**src/rtl/uart_transmitter.sv**
```systemverilog
// uart_transmitter: byte FIFO feeding an 11-bit serialiser.
// Frames go out as {stop, parity, data[7:0], start}, one bit per intx tick.
module uart_transmitter #(
  parameter int DEPTH      = 4,
  parameter bit PARITY_ODD = 1'b0
) (
  input  logic                    clk,
  input  logic                    reset,
  input  logic                    intx,
  input  logic [7:0]              tx_data,
  input  logic                    tx_valid,
  output logic                    tx_ready,
  output logic                    txd,
  output logic [10:0]             tx_frame,
  output logic                    tx_busy,
  output logic                    tx_done,
  output logic [$clog2(DEPTH):0]  fifo_count
);

  localparam int AW = $clog2(DEPTH);
  localparam logic [AW:0] FULL = (AW+1)'(DEPTH);

  typedef enum logic [2:0] {
    IDLE,
    START,
    DATA,
    PARITY,
    STOP
  } state_t;

  state_t        state;
  logic [7:0]    mem [DEPTH];
  logic [AW-1:0] wr_ptr;
  logic [AW-1:0] rd_ptr;
  logic [7:0]    shreg;
  logic [2:0]    bit_cnt;
  logic [7:0]    head;
  logic          push;
  logic          pop;
  logic          have_byte;
  logic          at_boundary;

  assign tx_ready    = fifo_count < FULL;
  assign push        = tx_valid & tx_ready;
  assign have_byte   = fifo_count != '0;
  assign at_boundary = (state == IDLE) | (state == STOP);
  assign pop         = intx & at_boundary & have_byte;
  assign head        = mem[rd_ptr];

  // parity is fixed from the byte at load time
  function automatic logic [10:0] build_frame(input logic [7:0] d);
    logic par;
    par = PARITY_ODD ? ~^d : ^d;
    return {1'b1, par, d, 1'b0};
  endfunction

  always_ff @(posedge clk) begin
    if (push) begin
      mem[wr_ptr] <= tx_data;
    end
  end

  always_ff @(posedge clk or negedge reset) begin
    if (!reset) begin
      wr_ptr     <= '0;
      rd_ptr     <= '0;
      fifo_count <= '0;
    end else begin
      if (push) begin
        wr_ptr <= wr_ptr + 1'b1;
      end
      if (pop) begin
        rd_ptr <= rd_ptr + 1'b1;
      end
      unique case ({push, pop})
        2'b10:   fifo_count <= fifo_count + 1'b1;
        2'b01:   fifo_count <= fifo_count - 1'b1;
        default: fifo_count <= fifo_count;
      endcase
    end
  end

  always_ff @(posedge clk or negedge reset) begin
    if (!reset) begin
      state    <= IDLE;
      shreg    <= '0;
      bit_cnt  <= '0;
      txd      <= 1'b1;
      tx_frame <= 11'h7FF;
      tx_busy  <= 1'b0;
      tx_done  <= 1'b0;
    end else begin
      tx_done <= 1'b0;
      if (intx) begin
        unique case (state)
          IDLE: begin
            if (have_byte) begin
              shreg    <= head;
              tx_frame <= build_frame(head);
              txd      <= 1'b0;
              tx_busy  <= 1'b1;
              bit_cnt  <= '0;
              state    <= START;
            end
          end
          START: begin
            txd   <= shreg[0];
            shreg <= shreg >> 1;
            state <= DATA;
          end
          DATA: begin
            if (bit_cnt == 3'd7) begin
              txd   <= tx_frame[9];
              state <= PARITY;
            end else begin
              txd     <= shreg[0];
              shreg   <= shreg >> 1;
              bit_cnt <= bit_cnt + 1'b1;
            end
          end
          PARITY: begin
            txd   <= 1'b1;
            state <= STOP;
          end
          STOP: begin
            tx_done <= 1'b1;
            if (have_byte) begin
              shreg    <= head;
              tx_frame <= build_frame(head);
              txd      <= 1'b0;
              bit_cnt  <= '0;
              state    <= START;
            end else begin
              tx_busy <= 1'b0;
              state   <= IDLE;
            end
          end
          default: state <= IDLE;
        endcase
      end
    end
  end

endmodule
```
**config.mk**
```make
export PLATFORM = sky130hd
export DESIGN_NAME = uart_transmitter
export DESIGN_NICKNAME = d
export VERILOG_FILES = /design/src/rtl/uart_transmitter.sv
export SDC_FILE = /design/constraint.sdc
export NUM_CORES = 1
export LEC_CHECK = 0
export CAP_MARGIN = 40
export CORE_MARGIN = 2
export CORE_UTILIZATION = 40
export CTS_CLUSTER_SIZE = 25
export DETAILED_ROUTE_END_ITERATION = 6
export DONT_BUFFER_PORTS = 1
export PLACE_DENSITY = 0.65
export SLEW_MARGIN = 20
export SYNTH_ARGS = -nofsm -noshare
export SYNTH_HDL_FRONTEND = slang
export SYNTH_SLANG_ARGS = --single-unit
export TNS_END_PERCENT = 1
```
**constraint.sdc**
```tcl
create_clock -name clk -period 3.46 [get_ports clk]
set_input_delay 0.346 -clock clk [delete_from_list [all_inputs] [get_ports clk]]
set_output_delay 0.346 -clock clk [all_outputs]
set_load 0.1 [all_outputs]
```
## Yosys cells after proc, flatten, opt, wreduce, memory -nomap -nowiden

Memory sizes are Yosys's and may differ from the RTL's.
Index checks and enable logic that the tools add are counted.

| cells by class | value |
|---|---|
| magnitude comparators | 1 |
| reductions and logical operators | 15 |
| eq/ne operators | 12 |
| muxes and demuxes | 21 |
| $add $sub $neg | 5 |
| bitwise gates (word level) | 4 |

Operators with widths:

| cell | count |
|---|---|
| one-hot mux 8 bit (3 select lines) | 1 |
| two-way mux 8 bit | 2 |
| one-hot mux 3 bit (5 select lines) | 1 |
| two-way mux 3 bit | 4 |
| one-hot mux 3 bit (2 select lines) | 2 |
| AND reduction 4 bit | 3 |
| two-way mux 1 bit | 9 |
| AND reduction 3 bit | 3 |
| != test 2 bit, second input constant | 4 |
| XOR reduction 8 bit | 1 |
| adder 3 x 1 -> 3 bit, second input constant | 2 |
| equality test 3 x 2 -> 1 bit, second input constant | 2 |
| equality test 3 bit, second input constant | 2 |
| nonzero test 2 bit | 3 |
| nonzero test 3 bit | 2 |
| adder 2 x 1 -> 2 bit, second input constant | 2 |
| one-hot mux 1 bit (4 select lines) | 1 |
| nonzero test 4 bit | 1 |
| AND 1 bit | 3 |
| equality test 3 x 1 -> 1 bit, second input constant | 1 |
| logical NOT 3 bit | 1 |
| < comparator 3 bit, second input constant | 1 |
| subtractor 3 x 1 -> 3 bit, second input constant | 1 |
| equality test 2 x 1 -> 1 bit, second input constant | 1 |
| 5 further kinds | 5 |

| storage, ports and cells | value |
|---|---|
| RAM bits | 32 |
| memories kept | 1 |
| input port bits | 12 |
| word-level logic and storage cells | 69 |
| bits in registers | 34 |

Memory list:

| name | depth | bits a word | read ports | clocked after Yosys merged registers in | wr ports | RTL line | text |
|---|---|---|---|---|---|---|---|
| mem | 4 | 8 | 1 | 0 | 1 | 32 | `logic [7:0] mem [DEPTH];` |

## Logic depth before layout (Yosys ltp)

| depth | value |
|---|---|
| depth in word-level cells | 6 |
| mapped depth | 11 |
| gate-level depth less buffers | 10 |

## Least setup slack after synthesis

OpenSTA, ideal clock, no wires.

| path | value |
|---|---|
| kind | reg2reg |
| start point | register fifo_count[2] |
| end point | register fifo_count[2] |
| arrival time | 3307 ps |
| setup slack | -4 ps |
| cell stages (with the launch flop) | 12 |
| cells stage by stage | dfrtp_1 > inv_1 > nand3_1 > nand3_1 > inv_1 > buf_2 > ha_1 > inv_1 > fa_1 > xor2_1 > nor2_1 > xnor2_1 |

| on the way | value |
|---|---|
| longest elaborated chain between the ends | 4 |
| elaborated cells on any way between the ends | 10 |

Ends and longest elaborated chain:

| item | RTL line | text |
|---|---|---|
| start: declaration | 17 | `output logic [$clog2(DEPTH):0] fifo_count` |
| start signal: assignment | 76 | `2'b10: fifo_count <= fifo_count + 1'b1;` |
| start signal: assignment | 77 | `2'b01: fifo_count <= fifo_count - 1'b1;` |
| start signal: assignment | 78 | `default: fifo_count <= fifo_count;` |
| < comparator 3 bit (*) | 43 | `assign tx_ready = fifo_count < FULL;` |
| net tx_ready | 12 | `output logic tx_ready,` |
| AND 1 bit (*) | 44 | `assign push = tx_valid & tx_ready;` |
| equality test 2 x 1 -> 1 bit or equality test 2 bit (tied branches) | 75 | `unique case ({push, pop})` |
| one-hot mux 3 bit (2 select lines) or nonzero test 2 bit (tied branches) | -- |  |

Mark *: on every way through the listed nets, which the timed path passes. The rest lies on a longest branch.
A chain may end at the register's enable or synchronous reset.

## Final worst setup path

| path | value |
|---|---|
| start point | register fifo_count[2] |
| end point | register fifo_count[2] |

| on the way | value |
|---|---|
| longest elaborated chain between the ends | 4 |
| elaborated cells on any way between the ends | 10 |

Ends and longest elaborated chain:

| item | RTL line |
|---|---|
| < comparator 3 bit or nonzero test 3 bit (tied branches) | 43, 45 |
| AND 1 bit (on tied branches) | 44, 47 |
| equality test 2 x 1 -> 1 bit or equality test 2 bit (tied branches) | 75 |
| one-hot mux 3 bit (2 select lines) or nonzero test 2 bit (tied branches) | -- |

Several ways; a longest one is shown, not always the timed one.

==> run metrics <==
status=finished clean; layout cells sized above 1=23.7%; post-DP HPWL=3.24 mm; Ys Warns=0; vias per inst=4.70; GR Overflow Total=0; Filler cells=634; Slew Viols, Final=0; Max stage delay on crit path=0.72 ns; crit path time final=2.79 ns; Finished Layout Cells=311; Seq cells post-synth=66; initial antenna violation count=0; number of buffers and inverters on the critical path=3; Seq/Total Area, Yosys=64.2%; Post-CTS Hold Fix Bufs=2; DRC viols=0; Tot GR Track Use=14.0%; Post-CTS Resized=0; cell breakdown of the critical path=clkinvlp_4, nand3_1, nand3_1, inv_1, ha_1, inv_1, fa_1, xor2_1, nor2_1, xnor2_1; average size of a mapped cell=14.2 um2; Fin. Hold Viols=0; Final #Nets=230; Clock Latency Late Sink=0.34 ns; sum of negative setup slack=0 ns; Post-Route WL=4.71 mm; Post-synth EDFFs=32; RePlAce Congestion=0.720; Placed Cells=293; Async SR Flop Fraction=51.5%; most common cell in the netlist=edfxtp_1; largest net degree at the start of global routing=35; clk sink count=66; Die Wd=88.3 um; arrival time worst endpoint=3.05 ns; worst min-delay path category=in -> reg; Worst Setup End Kind=register; CTS tree=done; synth cell count leaders=32 x edfxtp_1, 23 x dfrtp_1, 18 x nand2_1, 16 x o21ai_0, 12 x xnor2_1; WP data required=3.72 ns; drt first-iter violations=78; Synth area leaders=edfxtp_1 34%, dfrtp_1 20%, dfstp_2 10%; worst slew pin tran=0.870 ns; Setup Buffers After CTS=0; Post-Syn Nets=220; CORE AREA=6830 um2; DIE HEIGHT=88.3 um; Yosys cell types=33; Synth Flop Type=edfxtp_1; Final period util=80.6%; startpoint type of the worst setup path=register; Worst slew margin=42.0%; FMAX=359 MHz; Cells after Synth=200; n_diodes=0; Max FO, Critical Path=11; RSZ-0062 raised after global routing=false; Synth top area share=33.8%; Worst path slowest cell=dfrtp_2; dominant cell type by area after synthesis=edfxtp_1; number of global-route vias before repair=1,560; 1st-pass router iterations=4; Std-Cell Rows=30; IO Pins=30; critical path class=reg -> reg; DR WL/cell=15.1 um; mapped cell area=2840 um2; CTS buffer count=9; Layout Area Growth over Synthesis=13.6%; initial core utilization=41.6%; Reg clk slew, reported paths=0.07 ns; Clock Skew=0.00568 ns; antenna-violating nets left=0; max_cap viols=0; Final Setup Violations=0; Clock Tree Root=clkbuf_8; Worst R2R Setup Slack=0.67 ns; vias=1,462; Max Root-Sink Buffers=2; Max H-tree Level=3; global-route wire length before repair=7.91 mm; IO Port Bufs=0; kind of cell adding the most delay to the critical path=flip-flops; die area=7800 um2
-- final timing paths --
check | endpoint | from | cells past startpoint
max | fifo_count[2] | fifo_count[2] | 10
min | state[0] | intx | 1
max reg2reg | fifo_count[2] | fifo_count[2] | 10
min reg2reg | shreg[4] | shreg[4] | 2
max in group asynchronous | tx_frame[0] | reset | 2
min in group asynchronous | bit_cnt[0] | reset | 2
-- layout make-up --
cell class,count,area [um2],area share (%)
sequential,66,1830,56.5
multi-input combinational,114,917,28.4
clock buffer,9,124,3.83
tap,96,120,3.72
clock inverter,7,103,3.18
timing repair buffer,9,98.8,3.06
inverter,10,41.3,1.28
-- metal layers --
| metal | vias to the layer above | wire [um] | GRT usage (%) |
|---|---|---|---|
| li1 | 725 | - | - |
| met1 | 704 | 2060 | 17.0 |
| met2 | 26 | 2260 | 21.8 |
| met3 | 7 | 325 | 7.09 |
| met4 | 0 | 63 | 4.55 |
| met5 | - | 0 | 0 |
-- logic make-up (layout without fill, tap and decap cells) --
| family | Yosys count | count (layout) | share of synthesized area (%) |
|---|---|---|---|
| compound gates | 29 | 29 | 5.90 |
| buf+inv | 20 | 35 | 3.52 |
| fa+ha+maj | 8 | 8 | 3.79 |
| xor+xnor | 13 | 13 | 4.01 |
| other cells | 1 | 1 | 0.132 |
| flops | 66 | 66 | 64.2 |
| simple gates | 39 | 39 | 6.16 |
| mux | 24 | 24 | 12.3 |
-- worst reg2reg max path, cell delays in order, from the launching register on --
cell and delay, ns:
dfrtp_2 0.72, clkinvlp_4 0.20, nand3_1 0.13, nand3_1 0.19, inv_1 0.38, ha_1 0.27
inv_1 0.06, fa_1 0.37, xor2_1 0.15, nor2_1 0.12, xnor2_1 0.12
-- metrics by stage --
stage / hold WS [ns] / setup slack [ns] / cell area, um2 / utilization, %
floorplan: 0.0504 / 0.341 / 2850 / -
global placement: 0.0514 / 0.721 / 2940 / 43.0
detailed placement: 0.0514 / 0.661 / 2970 / 43.5
CTS: 0.0681 / 0.632 / 3230 / 47.3
global route: 0.0634 / 0.412 / 3230 / 47.3
finish: 0.0891 / 0.672 / 3230 / 47.3
-- flip-flops by register name (all words and copies together) (netlist names) --
register and flops:
fifo_count 3, rd_ptr 2, txd 1, state 3
tx_done 1, shreg 8, bit_cnt 3, mem 32
wr_ptr 2, tx_busy 1, tx_frame 10
-- layout by cell type, fill, tap and decap left out, types with 2 or more instances in the layout --
cell	n
a21o_1	3
a21oi_1	2
and2_1	6
buf_4	5
bufinv_16	2
clkbuf_8	9
clkinv_4	3
clkinvlp_4	2
dfrtp_1	22
dfstp_2	11
edfxtp_1	32
ha_1	7
inv_1	9
mux2_2	7
mux2i_1	9
mux4_2	8
nand2_1	18
nand3_1	2
nor2_1	8
nor3_1	2
o211ai_1	2
o21ai_0	16
o22ai_1	3
xnor2_1	12
Power is left out: the tool's default activity adds up to more than one toggle a clock period on the data nets, which glitch-free logic cannot reach.
